`src/rtl/id_ex_reg.sv`:
```
// rtl/id_ex_reg.sv - ID/EX pipeline register with load-use hazard bubble insertion
// Optional build macro ID_EX_STATS_EN adds saturating bubble/flush counters.
module id_ex_reg #(
  parameter int XLEN   = 32,
  parameter int REG_AW = 5
) (
  input  logic              clk,
  input  logic              rst_n,
  input  logic              id_valid,
  input  logic [XLEN-1:0]   id_PC,
  input  logic [XLEN-1:0]   id_rs1_data,
  input  logic [XLEN-1:0]   id_rs2_data,
  input  logic [XLEN-1:0]   id_imm,
  input  logic [REG_AW-1:0] id_rs1,
  input  logic [REG_AW-1:0] id_rs2,
  input  logic [REG_AW-1:0] id_rd,
  input  logic [2:0]        id_funct3,
  input  logic              id_funct7b5,
  input  logic              id_RegWrite,
  input  logic              id_ALUSrc,
  input  logic              id_MemWrite,
  input  logic              id_MemRead,
  input  logic              id_Branch,
  input  logic              id_MemToReg,
  input  logic [1:0]        id_ALUop,
  input  logic              ex_stall,
  input  logic              flush,
  output logic              ex_valid,
  output logic [XLEN-1:0]   ex_PC,
  output logic [XLEN-1:0]   ex_rs1_data,
  output logic [XLEN-1:0]   ex_rs2_data,
  output logic [XLEN-1:0]   ex_imm,
  output logic [REG_AW-1:0] ex_rs1,
  output logic [REG_AW-1:0] ex_rs2,
  output logic [REG_AW-1:0] ex_rd,
  output logic [2:0]        ex_funct3,
  output logic              ex_funct7b5,
  output logic              ex_RegWrite,
  output logic              ex_ALUSrc,
  output logic              ex_MemWrite,
  output logic              ex_MemRead,
  output logic              ex_Branch,
  output logic              ex_MemToReg,
  output logic [1:0]        ex_ALUop,
  output logic              hold_if_id
`ifdef ID_EX_STATS_EN
  ,
  output logic [31:0]       stat_bubbles,
  output logic [31:0]       stat_flushes
`endif
);

  logic load_use;
  logic bubble;
  logic ctl_en;

  // Both sources compared regardless of opcode; x0 never creates a dependency.
  assign load_use = id_valid & ex_valid & ex_MemRead & (ex_rd != '0) &
                    ((ex_rd == id_rs1) | (ex_rd == id_rs2));

  assign hold_if_id = ex_stall | (load_use & ~flush);
  assign bubble     = flush | (~ex_stall & load_use);
  assign ctl_en     = id_valid;

  always_ff @(posedge clk or negedge rst_n) begin
    if (!rst_n) begin
      ex_valid    <= 1'b0;
      ex_PC       <= '0;
      ex_rs1_data <= '0;
      ex_rs2_data <= '0;
      ex_imm      <= '0;
      ex_rs1      <= '0;
      ex_rs2      <= '0;
      ex_rd       <= '0;
      ex_funct3   <= '0;
      ex_funct7b5 <= 1'b0;
      ex_RegWrite <= 1'b0;
      ex_ALUSrc   <= 1'b0;
      ex_MemWrite <= 1'b0;
      ex_MemRead  <= 1'b0;
      ex_Branch   <= 1'b0;
      ex_MemToReg <= 1'b0;
      ex_ALUop    <= 2'b00;
    end else if (bubble) begin
      ex_valid    <= 1'b0;
      ex_PC       <= '0;
      ex_rs1_data <= '0;
      ex_rs2_data <= '0;
      ex_imm      <= '0;
      ex_rs1      <= '0;
      ex_rs2      <= '0;
      ex_rd       <= '0;
      ex_funct3   <= '0;
      ex_funct7b5 <= 1'b0;
      ex_RegWrite <= 1'b0;
      ex_ALUSrc   <= 1'b0;
      ex_MemWrite <= 1'b0;
      ex_MemRead  <= 1'b0;
      ex_Branch   <= 1'b0;
      ex_MemToReg <= 1'b0;
      ex_ALUop    <= 2'b00;
    end else if (!ex_stall) begin
      ex_valid    <= id_valid;
      ex_PC       <= id_PC;
      ex_rs1_data <= id_rs1_data;
      ex_rs2_data <= id_rs2_data;
      ex_imm      <= id_imm;
      ex_rs1      <= id_rs1;
      ex_rs2      <= id_rs2;
      ex_rd       <= id_rd;
      ex_funct3   <= id_funct3;
      ex_funct7b5 <= id_funct7b5;
      // An empty ID slot must never leak control bits into EX.
      ex_RegWrite <= id_RegWrite & ctl_en;
      ex_ALUSrc   <= id_ALUSrc   & ctl_en;
      ex_MemWrite <= id_MemWrite & ctl_en;
      ex_MemRead  <= id_MemRead  & ctl_en;
      ex_Branch   <= id_Branch   & ctl_en;
      ex_MemToReg <= id_MemToReg & ctl_en;
      ex_ALUop    <= id_ALUop & {2{ctl_en}};
    end
  end

`ifdef ID_EX_STATS_EN
  always_ff @(posedge clk or negedge rst_n) begin
    if (!rst_n) begin
      stat_bubbles <= '0;
      stat_flushes <= '0;
    end else begin
      if (flush && stat_flushes != 32'hFFFF_FFFF)
        stat_flushes <= stat_flushes + 32'd1;
      if (!flush && !ex_stall && load_use && stat_bubbles != 32'hFFFF_FFFF)
        stat_bubbles <= stat_bubbles + 32'd1;
    end
  end
`endif

endmodule
```
`config.mk`:
```
export PLATFORM = sky130hd
export DESIGN_NAME = id_ex_reg
export DESIGN_NICKNAME = d
export VERILOG_FILES = /design/src/rtl/id_ex_reg.sv
export SDC_FILE = /design/constraint.sdc
export NUM_CORES = 1
export LEC_CHECK = 0
export CAP_MARGIN = 20
export CORE_UTILIZATION = 41
export CTS_BUF_LIST = sky130_fd_sc_hd__clkbuf_4
export DETAILED_ROUTE_END_ITERATION = 7
export PLACE_DENSITY = 0.81
export SYNTH_ARGS = -nofsm -noshare
export SYNTH_HDL_FRONTEND = slang
export SYNTH_SLANG_ARGS = --single-unit
```
`constraint.sdc`:
```
create_clock -name clk -period 2.4 [get_ports clk]
set_input_delay 0.48 -clock clk [delete_from_list [all_inputs] [get_ports clk]]
set_output_delay 0.48 -clock clk [all_outputs]
set_load 0.02 [all_outputs]
```
==> run_results.csv <==
group,metric,value,unit
status,status,"finished with violations",
status,failed_checks,"setup timing",
place,port_buffers,316,
cells_and_area,layout-drive-gt1-share,9.46,%
synthesis,yosys.area.top_type,"dfrtp_1",
die,core,14000,sq um
route,top_layer_used,"met4",
clock_tree,numCtsBuffers,17,
sta,finalHoldViolations,0,
setup_path,cp_slowest_stage_delay,0.47,ns
sta,setup_violations,1,
clock_tree,clk-insertion-delay-late,0.55,ns
synthesis,ys_ff_latch,156,
synthesis,syn-num-nets,578,
synthesis,yosysTopAreaCellShare,65.2,%
clock_tree,clkTransAtPathRegs,0.13,ns
synthesis,synth_cell_types,19,
setup_path,end_kind,"output port",
route,drt_iter0_markers,476,
job,drv_cap,0,
die,die-width,123,um
cells_and_area,fin_util,69.3,%
die,initial_core_util,42.6,%
die,pin_count,317,
die,dieArea,15100,sq um
synthesis,syn_area_per_cell,14.3,sq um
setup_path,startpoint_type,"flop",
synthesis,yosysMostFrequentCell,"dfrtp_1",
route,wl_met3,1920,um
sta,tns,-0.0715,ns
setup_path,path_max_fanout,4,
cells_and_area,nNetsFinal,888,
die,die_y,123,um
synthesis,synthTopCellsByArea,"dfrtp_1 65%, a32o_1 22%, a22o_1 2.5%",
global_routing,grt_overflow_total,0,
setup_path,reg2reg_depth,7,
sta,fin_ws,-0.0715,ns
synthesis,synth-edff-count,0,
setup_path,required,1.92,ns
clock_tree,cts_tree,"built",
global_routing,grt_max_degree,77,
clock_tree,cts_buffer_depth,2,
sta,hold_ws,0.479,ns
place,dp_hpwl,13400,um
cells_and_area,syn_to_final_growth,62.6,%
setup_path,arrival,1.99,ns
synthesis,ys_seq_area_share,65.2,%
clock_tree,clockRootBuffer,"clkbuf_4",
route,drt-total-wl,19000,um
global_routing,grt_pass1_wl,28700,um
place,placedInstanceArea,9430,sq um
place,finalWeightedCongestion,0.838,
setup_path,crit_type,"flop to output port",
sta,rsz0062_at_grt,"yes",
sta,fin_skew,0.0203,ns
setup_path,crit_chain,"xnor2_1, nand2_1, o22ai_2, nand3_4, o21bai_1, buf_4",
global_routing,antenna_found_initial,0,
synthesis,syn-cell-area,5980,sq um
min_path,hp-class,"primary input to async pin",
cells_and_area,final_cell_area,9730,sq um
synthesis,synthCells,418,
clock_tree,htree_levels,4,
route,wl_met2,9280,um
pwr,p_leak,4.03,nW
global_routing,grt_usage,25.4,%
pwr,power_density,571,nW/um^2
route,dr.pass1.iters,5,
sta,worst_pin_slew,1.04,ns
clock_tree,clock_sinks,156,
sta,max_freq,405,MHz
route,via_count,5347,
synthesis,synthArstFlopShare,100,%
sta,final.period_utilization,103,%
route,avgViaCountPerCell,5.81,
route,routedWlPerCell,20.6,um
synthesis,yosys_warnings,0,
route,drc,0,
route,wl_met1,6990,um
place,dp_slack,-0.572,ns
sta,fin_crit,2.47,ns
sta,drv_slew,0,
global_routing,first_global_vias,5516,
setup_path,cp_slowest_cell,"dfrtp_2",
route,detail-route-antenna-nets,0,
sta,slew_headroom,30.3,%
die,rows,43,
synthesis,synth_commonest_cells,"156 x dfrtp_1, 133 x a32o_1, 32 x clkbuf_1, 20 x buf_2, 17 x a22o_1",
pwr,ir_worst_vdd,0.413,mV
synthesis,synth_flop_cell,"dfrtp_1",
## cell families (layout without fill, tap and decap cells)
logic type                after synthesis  after routing  synth area share (%)
DFF                                   156            156                  65.2
AOI/OAI and AO/OA                     158            158                  25.9
xor gates and xnor gates               10             10                  1.46
buffers and inverters                  53            375                  3.74
and+or+nand+nor                        41             41                  3.70
other                                   0              1                     0
## critical path, delay by kind of cell, from the launching register on
family	cells	cell delay, ns
buf+inv	1	0.17
simple gates	2	0.20
xor+xnor	1	0.15
flops	1	0.47
compound gates	2	0.45
## metal layers
metal	vias up	global-route usage (%)
met5	-	0
met4	0	14.3
li1	2322	-
met1	2678	29.0
met2	296	40.6
met3	51	9.85
## timing repair
item	CTS	global route
hold buffers	1	0
pin swaps	5	2
endpoints found under the setup margin	1	1
buffers inserted	2	0
hold endpoints to repair	53	0
resized for setup	8	1
## where the power goes
part           internal, mW  switching [mW]
Clock                 0.626           0.913
Combinational         0.642           0.511
Sequential             2.77          0.0900
## sequential cells by signal (all words and copies together) (netlist names)
name         count
ex_MemWrite      1
ex_ALUop         2
ex_ALUSrc        1
ex_imm          32
ex_MemRead       1
ex_rs2           5
ex_funct3        3
ex_rs1_data     32
ex_rd            5
ex_valid         1
ex_Branch        1
ex_funct7b5      1
ex_PC           32
ex_RegWrite      1
ex_MemToReg      1
ex_rs1           5
ex_rs2_data     32
## through the flow
step | cells | total power [mW]
after global placement | 886 | 4.03
after floorplan | 418 | 3.33
after detailed placement | 886 | 4.06
after global routing | 920 | 5.78
after CTS | 920 | 5.60
final | 921 | 5.55
## area by class of cell
class	instances	area [sq um]
tap	180	225
timing repair buffer	344	3440
sequential	156	3910
antenna	1	2.50
clock buffer	19	143
fill	1003	4310
clock inverter	12	125
multi-input combinational	209	1890
## path summary, 6_finish.rpt
path                                              from                          end  slack [ns]
setup / recovery                  ex_rd[3]$_DFFE_PN0P_                   hold_if_id       -0.07
hold / removal                                   rst_n   ex_rs1_data[8]$_DFFE_PN0P_        0.48
setup reg to reg                  ex_rd[0]$_DFFE_PN0P_       ex_imm[12]$_DFFE_PN0P_        0.26
hold reg to reg            ex_rs2_data[13]$_DFFE_PN0P_  ex_rs2_data[13]$_DFFE_PN0P_        0.50
max in group asynchronous                        rst_n        ex_PC[23]$_DFFE_PN0P_        1.25
min in group clk           ex_rs2_data[13]$_DFFE_PN0P_  ex_rs2_data[13]$_DFFE_PN0P_        0.50
## cell usage in the layout (no fill, tap or decap), drive strengths merged, types with 2 or more instances in the layout
| cell type | n |
|---|---|
| xnor2 | 10 |
| nand3 | 3 |
| bufinv | 2 |
| nor3b | 10 |
| a32o | 133 |
| clkbuf | 19 |
| and3 | 8 |
| clkinv | 6 |
| a22o | 17 |
| clkinvlp | 4 |
| nand2 | 9 |
| buf | 29 |
| clkdlybuf4s50 | 314 |
| nor2 | 8 |
| dfrtp | 156 |
| a31o | 5 |
(Power assumes the default switching activity.)
